**src/rtl/player_life_ctrl.sv**
```systemverilog
// Player sprite life sequencer: lives, post-hit blink, dying animation.
// Drives the player bitmap visible/blink and the HUD lives/gameOver.
module player_life_ctrl #(
  parameter int INIT_LIVES   = 3,
  parameter int INVUL_FRAMES = 120,
  parameter int DYING_FRAMES = 90,
  parameter int BLINK_PERIOD = 8
) (
  input  logic       clk,
  input  logic       reset,
  input  logic       startOfFrame,
  input  logic       newGame,
  input  logic       hit,
  output logic       visible,
  output logic       blink,
  output logic       invulnerable,
  output logic [2:0] lives,
  output logic       hitAck,
  output logic       gameOver
);

  typedef enum logic [2:0] {
    S_IDLE,
    S_ALIVE,
    S_INVUL,
    S_DYING,
    S_OVER
  } state_t;

  localparam logic [7:0] INVUL_LAST = 8'(INVUL_FRAMES - 1);
  localparam logic [7:0] DYING_LAST = 8'(DYING_FRAMES - 1);
  localparam logic [7:0] BLINK_LAST = 8'(BLINK_PERIOD - 1);
  localparam logic [2:0] LIVES_INIT = 3'(INIT_LIVES);

  state_t     r_state;
  state_t     w_state_nx;
  logic [7:0] r_fc;
  logic [7:0] r_bc;
  logic [7:0] w_fc_nx;
  logic [7:0] w_bc_nx;
  logic       r_visible;
  logic       r_blink;
  logic       r_invul;
  logic [2:0] r_lives;
  logic       r_ack;
  logic       r_go;
  logic       w_blink_nx;
  logic [2:0] w_lives_nx;
  logic       w_ack_nx;
  logic       w_blinking;
  logic       w_last;

  // INVUL and DYING share the frame/blink counters; only the end differs
  assign w_blinking = (r_state == S_INVUL) || (r_state == S_DYING);
  assign w_last     = (r_state == S_INVUL) ? (r_fc == INVUL_LAST)
                                           : (r_fc == DYING_LAST);

  // State register
  always_ff @(posedge clk or posedge reset) begin
    if (reset) r_state <= S_IDLE;
    else       r_state <= w_state_nx;
  end

  // Next-state: newGame overrides everything
  always_comb begin
    w_state_nx = r_state;
    if (newGame) begin
      w_state_nx = S_ALIVE;
    end else begin
      unique case (r_state)
        S_ALIVE:
          if (hit)
            w_state_nx = (r_lives > 3'd1) ? S_INVUL : S_DYING;
        S_INVUL:
          if (startOfFrame && w_last) w_state_nx = S_ALIVE;
        S_DYING:
          if (startOfFrame && w_last) w_state_nx = S_OVER;
        default: w_state_nx = r_state;
      endcase
    end
  end

  // Next values of counters, blink, lives and hit acknowledge
  always_comb begin
    w_fc_nx    = r_fc;
    w_bc_nx    = r_bc;
    w_blink_nx = r_blink;
    w_lives_nx = r_lives;
    w_ack_nx   = 1'b0;
    if (newGame) begin
      w_fc_nx    = '0;
      w_bc_nx    = '0;
      w_blink_nx = 1'b0;
      w_lives_nx = LIVES_INIT;
    end else if (r_state == S_ALIVE) begin
      w_blink_nx = 1'b0;
      if (hit) begin
        w_ack_nx   = 1'b1;
        w_fc_nx    = '0;
        w_bc_nx    = '0;
        w_blink_nx = 1'b1;
        w_lives_nx = (r_lives > 3'd1) ? r_lives - 3'd1 : 3'd0;
      end
    end else if (w_blinking) begin
      if (startOfFrame) begin
        if (w_last) begin
          w_fc_nx    = '0;
          w_bc_nx    = '0;
          w_blink_nx = 1'b0;
        end else begin
          w_fc_nx = r_fc + 8'd1;
          if (r_bc == BLINK_LAST) begin
            w_bc_nx    = '0;
            w_blink_nx = ~r_blink;
          end else begin
            w_bc_nx = r_bc + 8'd1;
          end
        end
      end
    end else if (r_state == S_OVER) begin
      w_blink_nx = 1'b0;
      w_lives_nx = 3'd0;
    end
  end

  // Registered outputs and counters, decoded from the next state
  always_ff @(posedge clk or posedge reset) begin
    if (reset) begin
      r_fc      <= '0;
      r_bc      <= '0;
      r_visible <= 1'b0;
      r_blink   <= 1'b0;
      r_invul   <= 1'b0;
      r_lives   <= '0;
      r_ack     <= 1'b0;
      r_go      <= 1'b0;
    end else begin
      r_fc      <= w_fc_nx;
      r_bc      <= w_bc_nx;
      r_blink   <= w_blink_nx;
      r_lives   <= w_lives_nx;
      r_ack     <= w_ack_nx;
      r_visible <= (w_state_nx == S_ALIVE) ||
                   (w_state_nx == S_INVUL) ||
                   (w_state_nx == S_DYING);
      r_invul   <= (w_state_nx == S_INVUL);
      r_go      <= (w_state_nx == S_DYING) ||
                   (w_state_nx == S_OVER);
    end
  end

  assign visible      = r_visible;
  assign blink        = r_blink;
  assign invulnerable = r_invul;
  assign lives        = r_lives;
  assign hitAck       = r_ack;
  assign gameOver     = r_go;

endmodule

```
**config.mk**
```make
export PLATFORM = sky130hd
export DESIGN_NAME = player_life_ctrl
export DESIGN_NICKNAME = d
export VERILOG_FILES = /design/src/rtl/player_life_ctrl.sv
export SDC_FILE = /design/constraint.sdc
export NUM_CORES = 1
export LEC_CHECK = 0
export CAP_MARGIN = 20
export CORE_MARGIN = 1
export CORE_UTILIZATION = 57
export CTS_CLUSTER_DIAMETER = 60
export DETAILED_ROUTE_END_ITERATION = 6
export PLACE_DENSITY = 0.77
export SYNTH_ARGS = -nofsm -noshare
export SYNTH_HDL_FRONTEND = slang
export SYNTH_SLANG_ARGS = --single-unit
```
**constraint.sdc**
```tcl
create_clock -name clk -period 2.2 [get_ports clk]
set_input_delay 0.33 -clock clk [delete_from_list [all_inputs] [get_ports clk]]
set_output_delay 0.33 -clock clk [all_outputs]
set_load 0.005 [all_outputs]
```
### Yosys cells after proc, flatten, opt, wreduce, memory -nomap -nowiden

Index checks and enable logic that the tools add are counted.

| word-level totals | value |
|---|---|
| register bits | 27 |
| output and inout port bits | 8 |

| cells by class | value |
|---|---|
| $add $sub $neg | 3 |
| $lt $le $gt $ge | 1 |
| eq/ne operators | 15 |
| mux-type cells | 35 |
| bitwise operators | 1 |
| reduce and logical (&&, ||, !) cells | 12 |

Operator list:

| operator | count |
|---|---|
| 8-bit 2-to-1 mux | 12 |
| 3-bit 2-to-1 mux | 10 |
| 8-bit by 1-bit adder with 8-bit output, second input constant | 2 |
| 8-bit by 7-bit == test with 1-bit output, second input constant | 2 |
| 3-bit by 2-bit == test with 1-bit output, second input constant | 4 |
| 1-bit 2-to-1 mux | 12 |
| 3-bit case mux with 3 select lines | 1 |
| 3-bit AND reduction | 3 |
| 3-bit nonzero test | 3 |
| 8-bit by 3-bit == test with 1-bit output, second input constant | 1 |
| 3-bit by 1-bit == test with 1-bit output, second input constant | 2 |
| 3-bit == test, second input constant | 2 |
| 5-bit by 2-bit != test with 1-bit output, second input constant | 1 |
| 1-bit logical OR | 4 |
| 4-bit by 3-bit != test with 1-bit output, second input constant | 1 |
| 4-bit nonzero test | 1 |
| 3-bit by 1-bit greater-than comparator with 1-bit output, second input constant | 1 |
| 3-bit by 2-bit != test with 1-bit output, second input constant | 1 |
| 3-bit != test, second input constant | 1 |
| 3-bit by 1-bit subtractor with 3-bit output, second input constant | 1 |
| 1-bit logical AND | 1 |
| 1-bit NOT | 1 |

### Depth between registers and ports, before layout

| depth | value |
|---|---|
| word-level depth | 9 |
| depth in mapped cells | 7 |
| depth with buffers taken out | 6 |

### Worst setup path before layout

OpenSTA, ideal clock, no wires.

| timing | value |
|---|---|
| path kind | flip-flop to flip-flop |
| from | register r_state[2] |
| to | register r_fc[5] |
| arrival time | 1845 ps |
| data required time | 2131 ps |
| slack | 286 ps |
| cell stages (with the launch flop) | 8 |
| path buffers | 2 |
| period minus slack after synthesis | 1914 ps |
| cells stage by stage | dfrtp_1 buf_6 or3b_4 mux2_4 o21ai_2 buf_4 or4_1 nand3_1 |

| between the ends | value |
|---|---|
| word-level cells in the longest chain between the ends | 7 |
| elaborated cells between the ends (all ways) | 14 |

RTL lines:

| item | line | text |
|---|---|---|
| start, declared | 35 | `state_t r_state;` |
| start signal, assigned | 61 | `else r_state <= w_state_nx;` |
| 3-bit by 2-bit == test with 1-bit output | 54, 55 |  |
| 1-bit 2-to-1 mux | 55 | `assign w_last = (r_state == S_INVUL) ? (r_fc == INVUL_LAST)` |
| 8-bit 2-to-1 mux | 106 | `if (w_last) begin` |
| 8-bit 2-to-1 mux | 105 | `if (startOfFrame) begin` |
| 8-bit 2-to-1 mux | 104 | `end else if (w_blinking) begin` |
| 8-bit 2-to-1 mux | 95 | `end else if (r_state == S_ALIVE) begin` |
| 8-bit 2-to-1 mux | 90 | `if (newGame) begin` |
| end signal, assigned | 138 | `r_fc <= w_fc_nx;` |
| end, declared | 37 | `logic [7:0] r_fc;` |

Parallel ways exist; a longest one is shown, timed or not. The select of a mux whose other input is x is not followed.
A chain may end at the register's enable or synchronous reset.

### Final worst setup path

| timing | value |
|---|---|
| from | register r_fc[5] |
| to | register r_fc[2] |

| between the ends | value |
|---|---|
| word-level cells in the longest chain between the ends | 7 |
| elaborated cells between the ends (all ways) | 8 |

RTL lines:

| item | line |
|---|---|
| 8-bit by 7-bit == test with 1-bit output, on equally long branches | 56, 55 |
| 1-bit 2-to-1 mux * | 55 |
| 8-bit 2-to-1 mux * | 106 |
| 8-bit 2-to-1 mux * | 105 |
| 8-bit 2-to-1 mux * | 104 |
| 8-bit 2-to-1 mux * | 95 |
| 8-bit 2-to-1 mux * | 90 |

Every way passes the cells marked *; elsewhere a longest branch is shown, timed or not. The select of a mux whose other input is x is not followed.

==> flow_summary_export.csv <==
group,metric,value,unit
sta,slew_viol_final,0,
global_routing,grt_pass1_wl,6040,µm
cells_and_area,antennaDiodeCount,0,
sta,skew,9.44,ps
synth,synth_most_common_cell,"dfrtp_1",
floorplan,die_w,55.5,µm
setup_path,r2r_cells,6,
run,drv_cap,0,
synth,synthDistinctLibCells,53,
synth,ys.flop_type,"dfrtp_1",
sta,layout_min_cycle_time,1990,ps
clocking,cts.sinks,27,
setup_path,crit_type,"reg2reg",
clocking,root_buffer,"clkbuf_4",
routing,viasPerCell,6.42,
routing,routed_wl,3480,µm
synth,synth_compound_area_share,18.6,%
global_routing,grt_pass1_vias,1372,
synth,synth-edff-count,0,
synth,ys_warn_count,0,
clocking,post_cts_buffers,0,
setup_path,cp.depth,6,
synth,synthTopCellsByArea,"dfrtp_1 41%, nand2_1 5.3%, nand3_1 5.2%, a21oi_1 3.1%, ha_1 3.1%",
placement,gp_congestion,0.879,
global_routing,grt_max_degree,28,
cells_and_area,final_area,1860,µm²
setup_path,regToRegSetupSlack,210,ps
floorplan,start_util,59.6,%
synth,synthSimpleGateAreaFrac,29.6,%
clocking,cts.path.max_buffers,2,
setup_path,r2r-end,"r_fc[2]",
synth,syn-num-nets,190,
synth,yosys.area_share.adder,3.07,%
setup_path,r2r_start,"r_fc[5]",
global_routing,grtUsageTotal,24.7,%
sta,hold_viol,0,
power,peakVddDrop,0.529,mV
routing,routed.top_layer,"met4",
synth,synth_top_family_by_area,"simple AND/OR/NAND/NOR gates",
sta,whs,343,ps
setup_path,worst_ep_arrival_time,2230,ps
routing,wl_met1,1590,µm
clocking,cts_tree,"yes",
setup_path,critPathLaunchType,"flop",
power,powerDensity,603,nW/µm²
setup_path,path_buf_inv,1,
sta,rsz0062_at_grt,"no",
placement,dp_hpwl,2520,µm
sta,timing.fmax,0.504,GHz
sta,finalSetupTns,0,ps
routing,antenna_left,0,
clocking,cts.htree.levels,1,
setup_path,cpMaxStageDelayCell,"dfrtp_1",
synth,async_flop_share,100,%
routing,avgRoutedWirePerCell,15.1,µm
synth,synth_xor_area_share,0,%
cells_and_area,seq_area,676,µm²
synth,synth_top_cell_by_area,"dfrtp_1",
synth,synth_area,1630,µm²
synth,yosysTopAreaCellShare,41.5,%
routing,drcViolationCount,0,
power,p_leak,0.783,nW
synth,muxShareOfSynthArea,2.23,%
clocking,cts_resized,0,
sta,tightestPinTransition,431,ps
setup_path,worstPathCellList,"or3b_1, mux2_4, o21ai_2, buf_4, o21ai_1, a21o_1",
setup_path,cpLargestDelayFamily,"flip-flops",
cells_and_area,nets,210,
synth,synth_seq_cells,27,
cells_and_area,area_growth,13.9,%
routing,vias,1483,
cells_and_area,fill_cells,206,
sta,setup_viol,0,
cells_and_area,multi_input_area,872,µm²
clocking,cts_hold_buf,0,
floorplan,die_y,55.5,µm
setup_path,cp-end-kind,"flop",
sta,period_share,90.3,%
routing,drt_pass1_iterations,4,
synth,synthTopCellsByCount,"27 x dfrtp_1, 23 x nand2_1, 17 x nand3_1, 11 x nor2_1, 10 x a21oi_1",
clocking,clkTransAtPathRegs,160,ps
clocking,numCtsBuffers,3,
global_routing,antenna_found_initial,0,
synth,synth_cells,181,
placement,placedInstanceArea,1830,µm²
floorplan,core-area,2730,µm²
setup_path,critPathRequiredTime,2450,ps
routing,met2_length,1640,µm
floorplan,placementRows,19,
clocking,clk_latency,330,ps
sta,relSlewSlack,71.2,%
synth,synth_area_per_cell,9.00,µm²
routing,routed-wl-met3,193,µm
run_status,outcome,"complete, no violations",
floorplan,die-area,3080,µm²
cells_and_area,final_layout_size_suffix_gt1_share,13.0,%
global_routing,gr-total-overflow,0,
synth,ys_seq_area_share,41.5,%
worst_hold_path,min_path_type,"in2async",
routing,drtIter0Drc,42,
floorplan,ios,13,
setup_path,slowest_delay,500,ps
setup_path,critPathMaxFanout,8,
placement,port_buffers,12,
cell families (layout without fill, tap and decap cells):
family	count (synthesis)	after routing
buffers and inverters	15	34
AOI/OAI and AO/OA	45	45
muxes	3	3
DFF	27	27
adders and majority gates	4	4
and+or+nand+nor	87	87
layout make-up:
type,instances,share of cell area [%]
inverter,7,1.42
sequential,27,36.4
tap,31,2.09
timing repair buffer,23,11.6
multi-input combinational,139,47.0
clock inverter,1,0.270
clock buffer,3,1.21
through the flow:
step	power, mW	instances	worst slack [ps]	utilization [%]
final	1.12	231	214	67.9
after global placement	0.888	227	163	66.9
after global routing	1.17	231	145	67.9
after detailed placement	0.895	227	112	66.9
after floorplan	0.766	181	286	-
after CTS	1.12	231	240	67.9
routing by layer:
layer / up-vias / global-route usage [%]
li1: 715 / -
met1: 706 / 33.8
met2: 54 / 39.1
met3: 8 / 4.45
met4: 0 / 10.0
met5: - / 0
worst max-delay path by stage:
stage | slack (ps) | endpoint | from
detailed placement | 110 | r_fc[7] | hit
CTS | 240 | blink | r_bc[3]
floorplan | 290 | r_fc[5] | r_state[2]
global route | 150 | r_fc[2] | r_fc[5]
finish | 210 | r_fc[2] | r_fc[5]
global placement | 160 | r_fc[4] | hit
sequential cells by signal, summed over array words and instances (netlist names):
name and count:
lives 3, visible 1, gameOver 1, blink 1, hitAck 1, r_state 3, r_fc 8, invulnerable 1
r_bc 8
power breakdown:
part           switching [mW]  internal [mW]
logic                   0.174          0.159
clock network           0.158         0.0683
registers              0.0274          0.531
worst register-to-register path, stage by stage (launching register included):
cell and delay (ps):
dfrtp_1 500, or3b_1 420, mux2_4 310, o21ai_2 210, buf_4 200, o21ai_1 70
a21o_1 180
placed cells by master (no fill, tap or decap), types with 3 or more instances in the layout:
master,netlist,final
dfrtp_1,27,27
nand2_1,23,23
nand3_1,17,17
clkdlybuf4s50_1,0,12
nor2_1,11,11
a21oi_1,10,10
buf_4,2,10
o21ai_1,9,9
inv_1,7,7
or4_1,5,5
or2_2,4,4
a21o_1,4,4
o311ai_1,4,4
ha_1,4,4
or3_1,3,3
nor3_1,3,3
nand4_1,3,3
clkbuf_4,0,3
(Power assumes the default switching activity.)
